### src/rtl/mem_bus_arbiter_pkg.sv
`default_nettype none
// ============================================================================
// Module   : mem_bus_arbiter_pkg
// Brief    : Shared constants, FSM encoding and helpers for mem_bus_arbiter.
// Revision : 1.0
// ============================================================================
package mem_bus_arbiter_pkg;

    localparam int NUM_CORES  = 4;
    localparam int DATA_W_DEF = 64;

    typedef enum logic [1:0] {
        ST_IDLE = 2'd0,
        ST_ADDR = 2'd1,
        ST_DATA = 2'd2,
        ST_END  = 2'd3
    } arb_state_e;

    // Round-robin pointer advances to the core after the one just served.
    function automatic logic [1:0] next_ptr(input logic [1:0] idx);
        return idx + 2'd1;
    endfunction

endpackage
`default_nettype wire

### src/rtl/mem_bus_arbiter_if.sv
`default_nettype none
// ============================================================================
// Module   : mem_bus_arbiter_if
// Brief    : Per-core request bundle plus the external multiplexed memory bus.
// Revision : 1.0
// ============================================================================
interface mem_bus_arbiter_if #(
    parameter int DATA_W = mem_bus_arbiter_pkg::DATA_W_DEF
);
    import mem_bus_arbiter_pkg::*;

    logic [NUM_CORES-1:0]        req;
    logic [NUM_CORES-1:0]        req_rnw;
    logic [NUM_CORES*DATA_W-1:0] req_addr;
    logic [NUM_CORES*DATA_W-1:0] req_wdata;
    logic [NUM_CORES-1:0]        ack;
    logic [DATA_W-1:0]           rdata;
    logic [NUM_CORES-1:0]        grant;
    logic [DATA_W-1:0]           bus_dout;
    logic [DATA_W-1:0]           bus_din;
    logic                        bus_enb;
    logic                        nALE;
    logic                        nME;
    logic                        nOE;
    logic                        RnW;

    // Arbiter side: owns the external bus strobes and the completion signals.
    modport master (
        input  req, req_rnw, req_addr, req_wdata, bus_din,
        output ack, rdata, grant, bus_dout, bus_enb, nALE, nME, nOE, RnW
    );

    // Core / pad side.
    modport slave (
        output req, req_rnw, req_addr, req_wdata, bus_din,
        input  ack, rdata, grant, bus_dout, bus_enb, nALE, nME, nOE, RnW
    );

endinterface
`default_nettype wire

### src/rtl/mem_bus_arbiter_rr_pick4.sv
`default_nettype none
// ============================================================================
// Module   : rr_pick4
// Brief    : Combinational 4-way round-robin picker (first request at/after ptr).
// Revision : 1.0
// ============================================================================
module rr_pick4 (
    input  wire logic [3:0] i_req,
    input  wire logic [1:0] i_ptr,
    output logic      [3:0] o_grant,
    output logic      [1:0] o_idx,
    output logic            o_any
);

    always_comb begin : b_pick
        logic [1:0] v_pos;
        o_grant = '0;
        o_idx   = '0;
        o_any   = 1'b0;
        v_pos   = '0;
        for (int i = 0; i < 4; i++) begin
            v_pos = i_ptr + 2'(i);
            if (!o_any && i_req[v_pos]) begin
                o_any          = 1'b1;
                o_idx          = v_pos;
                o_grant[v_pos] = 1'b1;
            end
        end
    end

endmodule
`default_nettype wire

### src/rtl/mem_bus_arbiter.sv
`default_nettype none
// ============================================================================
// Module   : mem_bus_arbiter
// Brief    : Round-robin arbiter sequencing four cores onto one muxed memory bus.
// Revision : 1.0
// ============================================================================
module mem_bus_arbiter
    import mem_bus_arbiter_pkg::*;
#(
    parameter int DATA_W      = DATA_W_DEF,
    parameter int WAIT_STATES = 0
) (
    input  wire logic      clk,
    input  wire logic      rst_n,
    mem_bus_arbiter_if.master bus
);

    localparam logic [3:0] c_wait_init = 4'(WAIT_STATES);

    arb_state_e             r_state, w_state;
    logic [1:0]             r_ptr, w_ptr;
    logic [1:0]             r_idx, w_idx;
    logic                   r_rnw, w_rnw;
    logic [DATA_W-1:0]      r_wdata, w_wdata;
    logic [3:0]             r_wait, w_wait;
    logic [NUM_CORES-1:0]   r_grant, w_grant;
    logic [NUM_CORES-1:0]   r_ack, w_ack;
    logic [DATA_W-1:0]      r_rdata, w_rdata;
    logic [DATA_W-1:0]      r_bus_dout, w_bus_dout;
    logic                   r_bus_enb, w_bus_enb;
    logic                   r_nale, w_nale;
    logic                   r_nme, w_nme;
    logic                   r_noe, w_noe;
    logic                   r_rnw_out, w_rnw_out;

    logic [NUM_CORES-1:0]   w_pick_grant;
    logic [1:0]             w_pick_idx;
    logic                   w_pick_any;

    rr_pick4 u_pick (
        .i_req   (bus.req),
        .i_ptr   (r_ptr),
        .o_grant (w_pick_grant),
        .o_idx   (w_pick_idx),
        .o_any   (w_pick_any)
    );

    // Every output is computed for the state being entered, then registered.
    always_comb begin
        w_state    = r_state;
        w_ptr      = r_ptr;
        w_idx      = r_idx;
        w_rnw      = r_rnw;
        w_wdata    = r_wdata;
        w_wait     = r_wait;
        w_grant    = r_grant;
        w_ack      = '0;
        w_rdata    = r_rdata;
        w_bus_dout = r_bus_dout;
        w_bus_enb  = r_bus_enb;
        w_nale     = r_nale;
        w_nme      = r_nme;
        w_noe      = r_noe;
        w_rnw_out  = r_rnw_out;

        case (r_state)
            ST_IDLE: begin
                if (w_pick_any) begin
                    w_state    = ST_ADDR;
                    w_grant    = w_pick_grant;
                    w_idx      = w_pick_idx;
                    w_rnw      = bus.req_rnw[w_pick_idx];
                    w_wdata    = bus.req_wdata[32'(w_pick_idx)*DATA_W +: DATA_W];
                    w_bus_dout = bus.req_addr[32'(w_pick_idx)*DATA_W +: DATA_W];
                    w_bus_enb  = 1'b0;
                    w_nale     = 1'b0;
                    w_nme      = 1'b1;
                    w_noe      = 1'b1;
                    w_rnw_out  = bus.req_rnw[w_pick_idx];
                end
            end
            ST_ADDR: begin
                w_state = ST_DATA;
                w_wait  = c_wait_init;
                w_nale  = 1'b0 | 1'b1;
                w_nme   = 1'b0;
                if (r_rnw) begin
                    w_bus_enb = 1'b1;
                    w_noe     = 1'b0;
                end else begin
                    w_bus_enb  = 1'b0;
                    w_bus_dout = r_wdata;
                    w_noe      = 1'b1;
                end
            end
            ST_DATA: begin
                if (r_wait == 4'd0) begin
                    w_state      = ST_END;
                    if (r_rnw) begin
                        w_rdata = bus.bus_din;
                    end
                    // Release the bus a full cycle before the next owner can drive it.
                    w_nme        = 1'b1;
                    w_noe        = 1'b1;
                    w_bus_enb    = 1'b1;
                    w_rnw_out    = 1'b1;
                    w_ack[r_idx] = 1'b1;
                    w_ptr        = next_ptr(r_idx);
                end else begin
                    w_wait = r_wait - 4'd1;
                end
            end
            ST_END: begin
                w_state = ST_IDLE;
                w_grant = '0;
            end
            default: begin
                w_state = ST_IDLE;
            end
        endcase
    end

    always_ff @(posedge clk or negedge rst_n) begin
        if (!rst_n) begin
            r_state    <= ST_IDLE;
            r_ptr      <= '0;
            r_idx      <= '0;
            r_rnw      <= 1'b1;
            r_wdata    <= '0;
            r_wait     <= '0;
            r_grant    <= '0;
            r_ack      <= '0;
            r_rdata    <= '0;
            r_bus_dout <= '0;
            r_bus_enb  <= 1'b1;
            r_nale     <= 1'b1;
            r_nme      <= 1'b1;
            r_noe      <= 1'b1;
            r_rnw_out  <= 1'b1;
        end else begin
            r_state    <= w_state;
            r_ptr      <= w_ptr;
            r_idx      <= w_idx;
            r_rnw      <= w_rnw;
            r_wdata    <= w_wdata;
            r_wait     <= w_wait;
            r_grant    <= w_grant;
            r_ack      <= w_ack;
            r_rdata    <= w_rdata;
            r_bus_dout <= w_bus_dout;
            r_bus_enb  <= w_bus_enb;
            r_nale     <= w_nale;
            r_nme      <= w_nme;
            r_noe      <= w_noe;
            r_rnw_out  <= w_rnw_out;
        end
    end

    assign bus.ack      = r_ack;
    assign bus.rdata    = r_rdata;
    assign bus.grant    = r_grant;
    assign bus.bus_dout = r_bus_dout;
    assign bus.bus_enb  = r_bus_enb;
    assign bus.nALE     = r_nale;
    assign bus.nME      = r_nme;
    assign bus.nOE      = r_noe;
    assign bus.RnW      = r_rnw_out;

endmodule
`default_nettype wire

### src/flat_wrapper.sv
// flat-port wrapper written by rule: the top's interface ports become plain ports
module mem_bus_arbiter_flat import mem_bus_arbiter_pkg::*;
#(
    parameter int DATA_W      = DATA_W_DEF,
    parameter int WAIT_STATES = 0
)
  (clk, rst_n, bus_req, bus_req_rnw, bus_req_addr, bus_req_wdata, bus_bus_din, bus_ack, bus_rdata, bus_grant, bus_bus_dout, bus_bus_enb, bus_nALE, bus_nME, bus_nOE, bus_RnW);
  mem_bus_arbiter_if #(.DATA_W(DATA_W)) bus_i ();
  input  wire logic clk;
  input  wire logic rst_n;
  input wire logic [$bits(bus_i.req)-1:0] bus_req;
  input wire logic [$bits(bus_i.req_rnw)-1:0] bus_req_rnw;
  input wire logic [$bits(bus_i.req_addr)-1:0] bus_req_addr;
  input wire logic [$bits(bus_i.req_wdata)-1:0] bus_req_wdata;
  input wire logic [$bits(bus_i.bus_din)-1:0] bus_bus_din;
  output wire logic [$bits(bus_i.ack)-1:0] bus_ack;
  output wire logic [$bits(bus_i.rdata)-1:0] bus_rdata;
  output wire logic [$bits(bus_i.grant)-1:0] bus_grant;
  output wire logic [$bits(bus_i.bus_dout)-1:0] bus_bus_dout;
  output wire logic [$bits(bus_i.bus_enb)-1:0] bus_bus_enb;
  output wire logic [$bits(bus_i.nALE)-1:0] bus_nALE;
  output wire logic [$bits(bus_i.nME)-1:0] bus_nME;
  output wire logic [$bits(bus_i.nOE)-1:0] bus_nOE;
  output wire logic [$bits(bus_i.RnW)-1:0] bus_RnW;
  assign bus_i.req = bus_req;
  assign bus_i.req_rnw = bus_req_rnw;
  assign bus_i.req_addr = bus_req_addr;
  assign bus_i.req_wdata = bus_req_wdata;
  assign bus_i.bus_din = bus_bus_din;
  assign bus_ack = bus_i.ack;
  assign bus_rdata = bus_i.rdata;
  assign bus_grant = bus_i.grant;
  assign bus_bus_dout = bus_i.bus_dout;
  assign bus_bus_enb = bus_i.bus_enb;
  assign bus_nALE = bus_i.nALE;
  assign bus_nME = bus_i.nME;
  assign bus_nOE = bus_i.nOE;
  assign bus_RnW = bus_i.RnW;
  mem_bus_arbiter #(.DATA_W(DATA_W), .WAIT_STATES(WAIT_STATES)) u_core (.clk(clk), .rst_n(rst_n), .bus(bus_i));
endmodule
### config.mk
export PLATFORM = sky130hd
export DESIGN_NAME = mem_bus_arbiter_flat
export DESIGN_NICKNAME = d
export VERILOG_FILES = /design/src/rtl/mem_bus_arbiter_pkg.sv /design/src/rtl/mem_bus_arbiter_if.sv /design/src/rtl/mem_bus_arbiter_rr_pick4.sv /design/src/rtl/mem_bus_arbiter.sv /design/src/flat_wrapper.sv
export SDC_FILE = /design/constraint.sdc
export NUM_CORES = 1
export LEC_CHECK = 0
export CAP_MARGIN = 15
export CORE_AREA = 10 10 275 277
export DETAILED_ROUTE_END_ITERATION = 10
export DIE_AREA = 0 0 285 287
export HOLD_SLACK_MARGIN = 0.12
export SLEW_MARGIN = 20
export SYNTH_ARGS = -nofsm -noshare
export SYNTH_HDL_FRONTEND = slang
export SYNTH_HIERARCHICAL = 1
export SYNTH_SLANG_ARGS = --single-unit
### constraint.sdc
create_clock -name clk -period 7.1 [get_ports clk]
set_input_delay 1.065 -clock clk [delete_from_list [all_inputs] [get_ports clk]]
set_output_delay 1.065 -clock clk [all_outputs]
set_load 0.03 [all_outputs]
# Word level (Yosys, flattened, before mapping)
# Cells that the tools add are included.
classes:
  muxes: 55
  n_addsub: 5
  n_shift: 2
  bitwise: 3
  magnitude_cmp: 11
  reduce_logical: 28
  eq_ne: 7
op_table:
  columns: ["cell", "count"]
  rows:
  - ["256-bit by 9-bit variable part select with 64-bit output", 2]
  - ["64-bit two-way mux", 2]
  - ["64-bit one-hot mux with 2 select lines", 1]
  - ["4-bit two-way mux", 8]
  - ["1-bit two-way mux", 20]
  - ["2-bit by 3-bit < comparator with 1-bit output, second input constant", 6]
  - ["4-bit one-hot mux with 2 select lines", 2]
  - ["2-bit two-way mux", 6]
  - ["4-bit bitwise OR", 3]
  - ["2-bit AND reduction", 6]
  - ["3-bit AND reduction", 4]
  - ["1-bit binary-select mux with 2-bit select", 5]
  - ["1-bit demux with 2-bit select", 5]
  - ["2-bit by 1-bit >= comparator with 1-bit output, second input constant", 5]
  - ["1-bit one-hot mux with 3 select lines", 3]
  - ["1-bit logical AND", 8]
  - ["2-bit one-hot mux with 4 select lines", 1]
  - ["2-bit nonzero test", 4]
  - ["2-bit inequality test, second input constant", 3]
  - ["2-bit by 1-bit adder with 2-bit output, second input constant", 2]
  - ["2-bit adder, second input constant", 2]
  - ["2-bit equality test, second input constant", 2]
  - ["4-bit logical NOT", 1]
  - ["1-bit one-hot mux with 2 select lines", 2]
  - ["other kinds (6)", 8]
word_totals:
  output_inout_bits: 141
  reg_bits: 216
  inputBits: 586
  wordCells: 126

# Longest topological paths before layout
# Gate-level depths: netlist of the first run.
logic_depth:
  depth_word: 16
  ltp_mapped: 15
  ltp_nobuf: 9

# By module
# Netlist of the first run, hierarchy kept.
modules_own_cells:
  columns: ["mod", "cells_per_inst", "instances", "area_each_um2"]
  rows:
  - ["mem_bus_arbiter", 886, 1, 12151.7]
  - ["rr_pick4", 45, 1, 419.2]

# Worst setup path before layout of the first run
# No wires, ideal clock.
synth_path:
  kind: "input -> register"
  startpoint: "in bus_req[2]"
  endpoint: "reg u_core.r_wdata[15]"
  arrival_ns: 3.320
  n_path_buf: 3
  path_slack_ns: 3.655
  stages: 8
  required_time_ns: 6.975
  setup_time_ns: 0.125
  path_cell_list: "mux4_2 > buf_6 > o311ai_0 > a32o_1 > clkbuf_1 > buf_2 > mux4_2 > mux2_2"
synth_via:
  elab_chain_cells: 13
synth_lines:
  columns: ["item", "line_no", "source"]
  rows:
  - ["start, declared", "flat_wrapper.sv:11", "input wire logic [$bits(bus_i.req)-1:0] bus_req;"]
  - ["1-bit binary-select mux with 2-bit select", "mem_bus_arbiter_rr_pick4.sv:23", "if (!o_any && i_req[v_pos]) begin"]
  - ["1-bit two-way mux (not written as such)", "mem_bus_arbiter_rr_pick4.sv:23", null]
  - ["1-bit two-way mux", "mem_bus_arbiter_rr_pick4.sv:23", null]
  - ["1-bit logical NOT", "mem_bus_arbiter_rr_pick4.sv:23", null]
  - ["1-bit logical AND", "mem_bus_arbiter_rr_pick4.sv:23", null]
  - ["1-bit two-way mux", "mem_bus_arbiter_rr_pick4.sv:23", null]
  - ["1-bit logical NOT", "mem_bus_arbiter_rr_pick4.sv:23", null]
  - ["1-bit logical AND", "mem_bus_arbiter_rr_pick4.sv:23", null]
  - ["1-bit two-way mux", "mem_bus_arbiter_rr_pick4.sv:23", null]
  - ["1-bit logical NOT", "mem_bus_arbiter_rr_pick4.sv:23", null]
  - ["1-bit logical AND", "mem_bus_arbiter_rr_pick4.sv:23", null]
  - ["2-bit two-way mux *", "mem_bus_arbiter_rr_pick4.sv:23", null]
  - ["via u_core.w_pick_idx[1]", "mem_bus_arbiter.sv:37", "logic [1:0] w_pick_idx;"]
  - ["256-bit by 9-bit variable part select with 64-bit output *", "mem_bus_arbiter.sv:73", "w_wdata = bus.req_wdata[32'(w_pick_idx)*DATA_W +: DATA_W];"]
  - ["end signal, assigned", "mem_bus_arbiter.sv:145", "r_wdata <= w_wdata;"]
  - ["end, declared", "mem_bus_arbiter.sv:24", "logic [DATA_W-1:0] r_wdata, w_wdata;"]
# Mark *: on every way through the listed nets, which the timed path passes. The rest lies on a longest branch. The select of a mux whose other input is x is not followed.
# A chain may end at the register's enable or synchronous reset.

# Worst setup path in the final report of the first run
layout_path:
  startpoint: "reg u_core.r_ptr[0]"
  endpoint: "reg u_core.r_bus_dout[62], in the netlist u_core/bus.bus_dout[62]"
layout_via:
  elab_chain_cells: 15
layout_lines:
  columns: ["item", "line_no", "source"]
  rows:
  - ["start, declared", "mem_bus_arbiter.sv:21", "logic [1:0] r_ptr, w_ptr;"]
  - ["start signal, assigned", "mem_bus_arbiter.sv:142", "r_ptr <= w_ptr;"]
  - ["parallel branches: the longest is 11 deep, another holds 2-bit by 1-bit adder with 2-bit output", null, null]
  - ["2-bit two-way mux *", "mem_bus_arbiter_rr_pick4.sv:23", null]
  - ["via u_core.w_pick_idx[1]", "mem_bus_arbiter.sv:37", null]
  - ["256-bit by 9-bit variable part select with 64-bit output *", "mem_bus_arbiter.sv:74", "w_bus_dout = bus.req_addr[32'(w_pick_idx)*DATA_W +: DATA_W];"]
  - ["64-bit two-way mux *", "mem_bus_arbiter.sv:68", "if (w_pick_any) begin"]
  - ["64-bit one-hot mux with 2 select lines *", "mem_bus_arbiter.sv:66", "case (r_state)"]
  - ["end signal, assigned", "mem_bus_arbiter.sv:150", "r_bus_dout <= w_bus_dout;"]
  - ["end, declared", "mem_bus_arbiter.sv:29", "logic [DATA_W-1:0] r_bus_dout, w_bus_dout;"]
# Mark *: on every way through the listed nets, which the timed path passes. The select of a mux whose other input is x is not followed.

==> results of run 1 <==
-- critical path: cells and delay by family (launching register included) --
family | cells | cell delay, ps
multiplexers | 2 | 770
adder cells (fa/ha/maj) | 1 | 400
flip-flops | 1 | 720
AO/OA/AOI/OAI | 3 | 1380
buffers and inverters | 1 | 190
AND/OR/NAND/NOR | 1 | 830
-- placed cells by master (no fill, tap or decap), types with 2 or more instances in the layout --
cell type,netlist,layout
and2_1,4,4
a22o_1,3,3
clkbuf_8,0,6
o221ai_1,64,64
ha_1,15,14
mux4_1,2,2
nand2b_1,3,2
a21oi_1,5,5
mux2_2,199,199
nor3_1,2,2
a22oi_1,8,8
bufinv_16,0,2
inv_1,12,12
o21ai_0,10,10
dfrtp_1,210,210
mux2i_1,132,132
nor2b_1,6,6
clkdlybuf4s50_1,0,725
buf_12,0,3
mux4_2,67,67
nor2_1,5,5
clkbuf_16,0,27
nand2_1,72,71
dfstp_2,6,6
clkbuf_1,25,10
buf_4,19,8
a31oi_1,4,4
mux2_1,4,4
-- area by class of cell --
type                       instances  area (um^2)
antenna                            1         2.50
timing repair buffer             737         7390
fill                            6985        48200
clock inverter                     5         92.6
sequential                       216         5410
tap                              940         1180
clock buffer                      43          796
multi-input combinational        624         6720
inverter                          12         45.0
-- report_power, final --
group,switching (W),internal [W],leakage (nW)
registers,0.000378,0.00190,2.56
logic,0.00372,0.00350,5.44
clock network,0.000572,0.000837,0.430
-- final timing paths --
check	start	endpoint	slack, ps	cells after the start
max in group asynchronous	rst_n	u_core/r_wdata[32]	5550	2
min in group clk	u_core/bus.nALE	u_core/bus.nALE	470	2
worst max register to register	u_core/r_ptr[0]	u_core/bus.bus_dout[62]	2500	8
worst min-delay path	rst_n	u_core/bus.rdata[63]	430	1
worst max-delay path	u_core/r_ptr[0]	u_core/bus.bus_dout[62]	2500	8
worst min register to register	u_core/bus.nALE	u_core/bus.nALE	470	2
-- logic make-up (layout without fill, tap and decap cells) --
| group | count (synthesis) | in the layout | synth area share, % |
|---|---|---|---|
| xor gates and xnor gates | 1 | 1 | 0.0697 |
| DFF | 216 | 216 | 43.1 |
| muxes | 404 | 404 | 41.1 |
| and+or+nand+nor | 103 | 103 | 3.81 |
| buffers and inverters | 91 | 797 | 3.99 |
| adders and majority gates | 15 | 15 | 1.49 |
| AOI/OAI and AO/OA | 101 | 101 | 6.46 |
| other | 0 | 1 | 0 |
-- flip-flops by register name, summed over array words and instances (netlist names), 2 cells and up --
register,count
u_core/bus.bus_dout,64
u_core/bus.rdata,64
u_core/r_wdata,64
u_core/bus.ack,4
u_core/bus.grant,4
u_core/r_wait,4
u_core/r_idx,2
u_core/r_ptr,2
u_core/r_state,2
-- routing by layer --
layer	track usage (%)	vias up	wire, um
li1	-	4952	-
met4	2.75	2	1180
met2	25.3	514	30900
met5	0	-	13
met3	4.62	50	5070
met1	16.2	5476	23800
-- per-stage QoR --
stage               hold WS, ps  setup slack, ps  cell area (um^2)  total power [W]  std cells
floorplan                   480             3660             12600          0.00722        931
global placement            455             2160             20700          0.00947       2529
detailed placement          465             2030             20700          0.00964       2529
CTS                         429             2430             21600           0.0111       2577
global route                469             2210             21600           0.0116       2577
finish                      428             2500             21600           0.0109       2578
==> impl_results.md, run 1 <==
- Outcome: complete, no violations
- Post-layout min period: 4600 ps
- P_leak: 8.43 nW
- Layout cells sized above 1: 20.3%
- Syn Std Cell Area: 12600 um^2
- Yosys top cell by area: dfrtp_1
- # IOs: 727
- Synth cell count leaders: dfrtp_1 (210), mux2_2 (199), mux2i_1 (132)
- CTS tree: yes
- WL final: 61000 um
- Cells after synthesis: 931
- CORE AREA: 69800 um^2
- Clock sinks: 216
- Largest net degree at the start of global routing: 108
- Drc violations: 0
- Final setup viols: 0
- Mean post-synth cell area: 13.5 um^2
- Post-Route Utilization: 31.0%
- Synth Register Bits: 216
- Initial DRC Count: 465
- Via density: 4.26
- Global Route Usage Sum: 14.1%
- Fin. Hold Viols: 0
- RSZ-0062 raised after global routing: false
- Initial antenna violation count: 9
- Syn nets: 1532
- Nets: 2219
- Vias in the first global route: 12.6k
- P&R area growth vs syn: 72.1%
- Inserted Clock Buffers: 27
- Initial cell density of the core: 18.0%
- Number of max-cap violations: 0
- Post-CTS setup buffers: 0
- FFs w/ async S/R, synth: 100%
- Worst-Skew Late Latency: 580 ps
- Die height: 287 um
- Slowest stage cell, crit path: or2_4
- Slew Limit Fails: 0
- Crit-path max cell delay: 830 ps
- Routed via count: 11.0k
- Number of cell rows: 97
- DIE AREA: 81800 um^2
- GRT overflow: 0
- DRT antenna net count: 0
- Area share of the largest cell type after synthesis: 41.8%
- Relative slew slack: 30.7%
- Least-Margin Pin Slew: 1040 ps
- Area contributors post-synth: dfrtp_1 (42%), mux2_2 (18%), mux4_2 (12%), mux2i_1 (11%), o221ai_1 (4.5%)
- PwrDens: 504 nW/um^2
- Peak supply drop: 391 uV
- Final setup skew: 27.1 ps
- Post-synthesis sequential area ratio: 43.1%
- Die Width: 285 um
- H-Tree Level Count: 1
- Post-DP HPWL: 48700 um
- Cts hold-fix bufs: 0
- Hold WC Path Type: in2async
- Gpl congestion: 0.904
- Max FO, Critical Path: 64
- Unique cell type count in the Yosys netlist: 45
- Crit-path cells: inv_1 > ha_1 > mux4_2 > o311ai_0 > a32o_4 > or2_4 > o221ai_1 > mux2_2
- Count leader, synth: dfrtp_1
- CTS clk-pin slew, worst paths: 60 ps
- WL per Instance: 23.7 um
- Post_cts resized: 0
- Crit start category: register
- IO Port Bufs: 726
- EDFF count, synth: 0
- WS Path Type: reg2reg
- Clock root cell: clkbuf_16
- 1st-pass router iterations: 5
- Worst EP required: 7550 ps
- Post-synth top flop: dfrtp_1
- Warning count from the yosys run: 6
- Setup TNS: 0 ps
- Crit. End Element: register
- Tcrit/Tclk final: 64.8%
- First-pass GRT wire length: 87400 um
- Maximum clock frequency: 217 MHz
- CTS max path bufs: 3
- Crit path DAT: 5050 ps
Note: power is estimated with default switching activity, not from simulation.
==> inputs of run 2 (changes only) <==
==> constraint.sdc (replaced) <==
create_clock -name clk -period 4.3 [get_ports clk]
set_input_delay 0.645 -clock clk [delete_from_list [all_inputs] [get_ports clk]]
set_output_delay 0.645 -clock clk [all_outputs]
set_load 0.03 [all_outputs]
==> run 2 against run 1 <==
Compared with the run above: flip-flop and latch count unchanged; sequential power rose by 64%; routed wire length grew 2.4%; cell count increased by 1.2%; clock skew fell by 11 ps; count of clock-buffer cells in the layout increased by 2; global-route usage grew 0.31 points; critical endpoint is now u_core/r_wdata[40]; largest cell class unchanged; highest routed layer unchanged.
==> impl_results.md, run 2 (synthesis results as in run 1) <==
- Outcome: complete, no violations
- Worst EP required: 4770 ps (-2780 ps)
- 1st-pass router iterations: 5 (unchanged)
- Commonest non-fill, non-tap cells in the layout: clkdlybuf4s50_1 (725), dfrtp_1 (210), mux2_2 (199)
- Post-DP HPWL: 50600 um (+3.9%)
- Maximum clock frequency: 288 MHz (+32%)
- IO Port Bufs: 726 (unchanged)
- Setup TNS: 0 ps (unchanged)
- Hold WC Path Type: reg2reg
- DP Area: 21000 um^2 (+1.4%)
- Clock share of power: 12.9% (about the same)
- P_int: 0.0107 W (+72%)
- Most common cell after layout, fill and taps aside: clkdlybuf4s50_1
- Crit-path cells: inv_1 > ha_1 > mux4_2 > o311ai_0 > a32o_4 > buf_4 > mux4_2 > mux2_2
- Final setup skew: 16.1 ps (-11.0 ps)
- Global Route Usage Sum: 14.4% (+0.31 points)
- Post-Route Utilization: 31.5% (+0.52 points)
- Post_cts resized: 0 (unchanged)
- Design Area, Final: 22000 um^2 (+1.7%)
- Post-layout min period: 3480 ps (-1130 ps)
- PwrDens: 845 nW/um^2 (+68%)
- Crit-path max cell delay: 530 ps (-300 ps)
- Slowest stage cell, crit path: buf_4
- CORE AREA: 69800 um^2 (unchanged)
- H-Tree Level Count: 1 (unchanged)
- Via density: 4.28 (+0.35%)
- WS Path Type: reg2reg
- Most common cell on crit path: mux4_2
- Relative slew slack: 38.5% (+7.8 points)
- CTS max path bufs: 3 (unchanged)
- Crit path DAT: 3940 ps (-1110 ps)
- Largest net degree at the start of global routing: 87 (-19%)
- Sw frac: 42.3% (-0.57 points)
- Crit start category: register
- Post-CTS setup buffers: 0 (unchanged)
- Clock root cell: clkbuf_16
- Final cell count without fillers: 2609 (+1.2%)
- Number of cell rows: 97 (unchanged)
- Routed via count: 11.2k (+1.6%)
- DIE AREA: 81800 um^2 (unchanged)
- Switch Pwr: 0.00786 W (+68%)
- Reg power frac: 20.1% (-0.8 points)
- Tcrit/Tclk final: 80.8% (+16 points)
- Initial antenna violation count: 9 (unchanged)
- Inst Count DP: 2553 (+0.95%)
- RSZ-0062 raised after global routing: false
- Vias in the first global route: 12.7k (+0.98%)
- GRT overflow: 0 (unchanged)
- Slew Limit Fails: 0 (unchanged)
- Comb pwr share: 67.0% (+0.8 points)
- Cts hold-fix bufs: 1 (+1)
- Crit. End Element: register
- CTS tree: yes
- DRT antenna net count: 0 (unchanged)
- Least-Margin Pin Slew: 923 ps (-117 ps)
- Max FO, Critical Path: 35 (-45%)
- Number of max-cap violations: 0 (unchanged)
- WL per Instance: 23.9 um (+1.2%)
- Die height: 287 um (unchanged)
- Inserted Clock Buffers: 29 (+7.4%)
- Final setup viols: 0 (unchanged)
- # IOs: 727 (unchanged)
- CTS clk-pin slew, worst paths: 60 ps (about the same)
- First-pass GRT wire length: 89000 um (+1.8%)
- Layout cells sized above 1: 21.7% (+1.4 points)
- Drc violations: 0 (unchanged)
- Clock sinks: 216 (unchanged)
- Gpl congestion: 0.911 (+0.74%)
- Worst-Skew Late Latency: 590 ps (about the same)
- Initial DRC Count: 394 (-15%)
- Die Width: 285 um (unchanged)
- Nets: 2246 (+1.2%)
- Peak supply drop: 436 uV (+12%)
- P&R area growth vs syn: 75.0%
- Fin. Hold Viols: 0 (unchanged)
- P_leak: 8.63 nW (+2.3%)
- Initial cell density of the core: 18.0% (unchanged)
- WL final: 62500 um (+2.4%)
[run 2: cell count changes in the layout (fill, tap and decap cells not counted), moves of 2 or more]
cell / change
buf_12: +9
buf_4: +15
clkbuf_16: +2
diode_2: +3
[run 2: per-layer routing]
metal | global-route usage (%) | up-vias | share of wire [%] | wire, um
met3 | 4.76 | 81 | 8.3 | 5200
li1 | - | 5030 | - | -
met2 | 25.4 | 544 | 50 | 31200
met5 | 0 | - | 0.018 | 11
met1 | 16.3 | 5508 | 39 | 24100
met4 | 4.45 | 2 | 3.2 | 1980
[run 2: metrics by stage]
stage          hold WS [ps]  setup slack, ps  power [W]
4_1_cts                 471              752     0.0189
2_1_floorplan           349             1150     0.0119
3_5_place_dp            459              198     0.0164
5_1_grt                 499              599     0.0197
6_report                465              824     0.0186
3_3_place_gp            460              342     0.0162
[run 2: final timing paths]
path	start	to	slack, ps	depth (start not counted)
hold / removal	u_core/bus.nME	u_core/bus.nME	470	2
min in group asynchronous	rst_n	u_core/bus.rdata[58]	580	2
setup / recovery	u_core/r_ptr[1]	u_core/r_wdata[40]	820	8
hold reg to reg	u_core/bus.nME	u_core/bus.nME	470	2
setup reg to reg	u_core/r_ptr[1]	u_core/r_wdata[40]	820	8
max in group asynchronous	rst_n	u_core/bus.rdata[31]	2820	3
[run 2: final cells by class]
cell class,count,area [um^2]
fillers,6969,47800
repair buffers,762,7690
multi-input cells,624,6720
flip-flops and latches,216,5410
well taps,940,1180
clock buffers,45,856
clock inverters,6,77.6
inverters,12,45.0
diodes,4,10.0
[run 2: power groups by stage]
stage | Clock (W) | Combinational, W | Sequential, W
floorplan | 0 | 0.00701 | 0.00492
global placement | 0 | 0.0124 | 0.00372
detailed placement | 0 | 0.0127 | 0.00375
CTS | 0.00250 | 0.0127 | 0.00373
global route | 0.00259 | 0.0133 | 0.00386
finish | 0.00240 | 0.0125 | 0.00373
[run 2: critical path: cells and delay by family (launching register included)]
family | cells | cell delay (ps)
AO/OA/AOI/OAI | 2 | 810
buffers and inverters | 2 | 620
multiplexers | 3 | 1130
adder cells (fa/ha/maj) | 1 | 370
flip-flops | 1 | 350
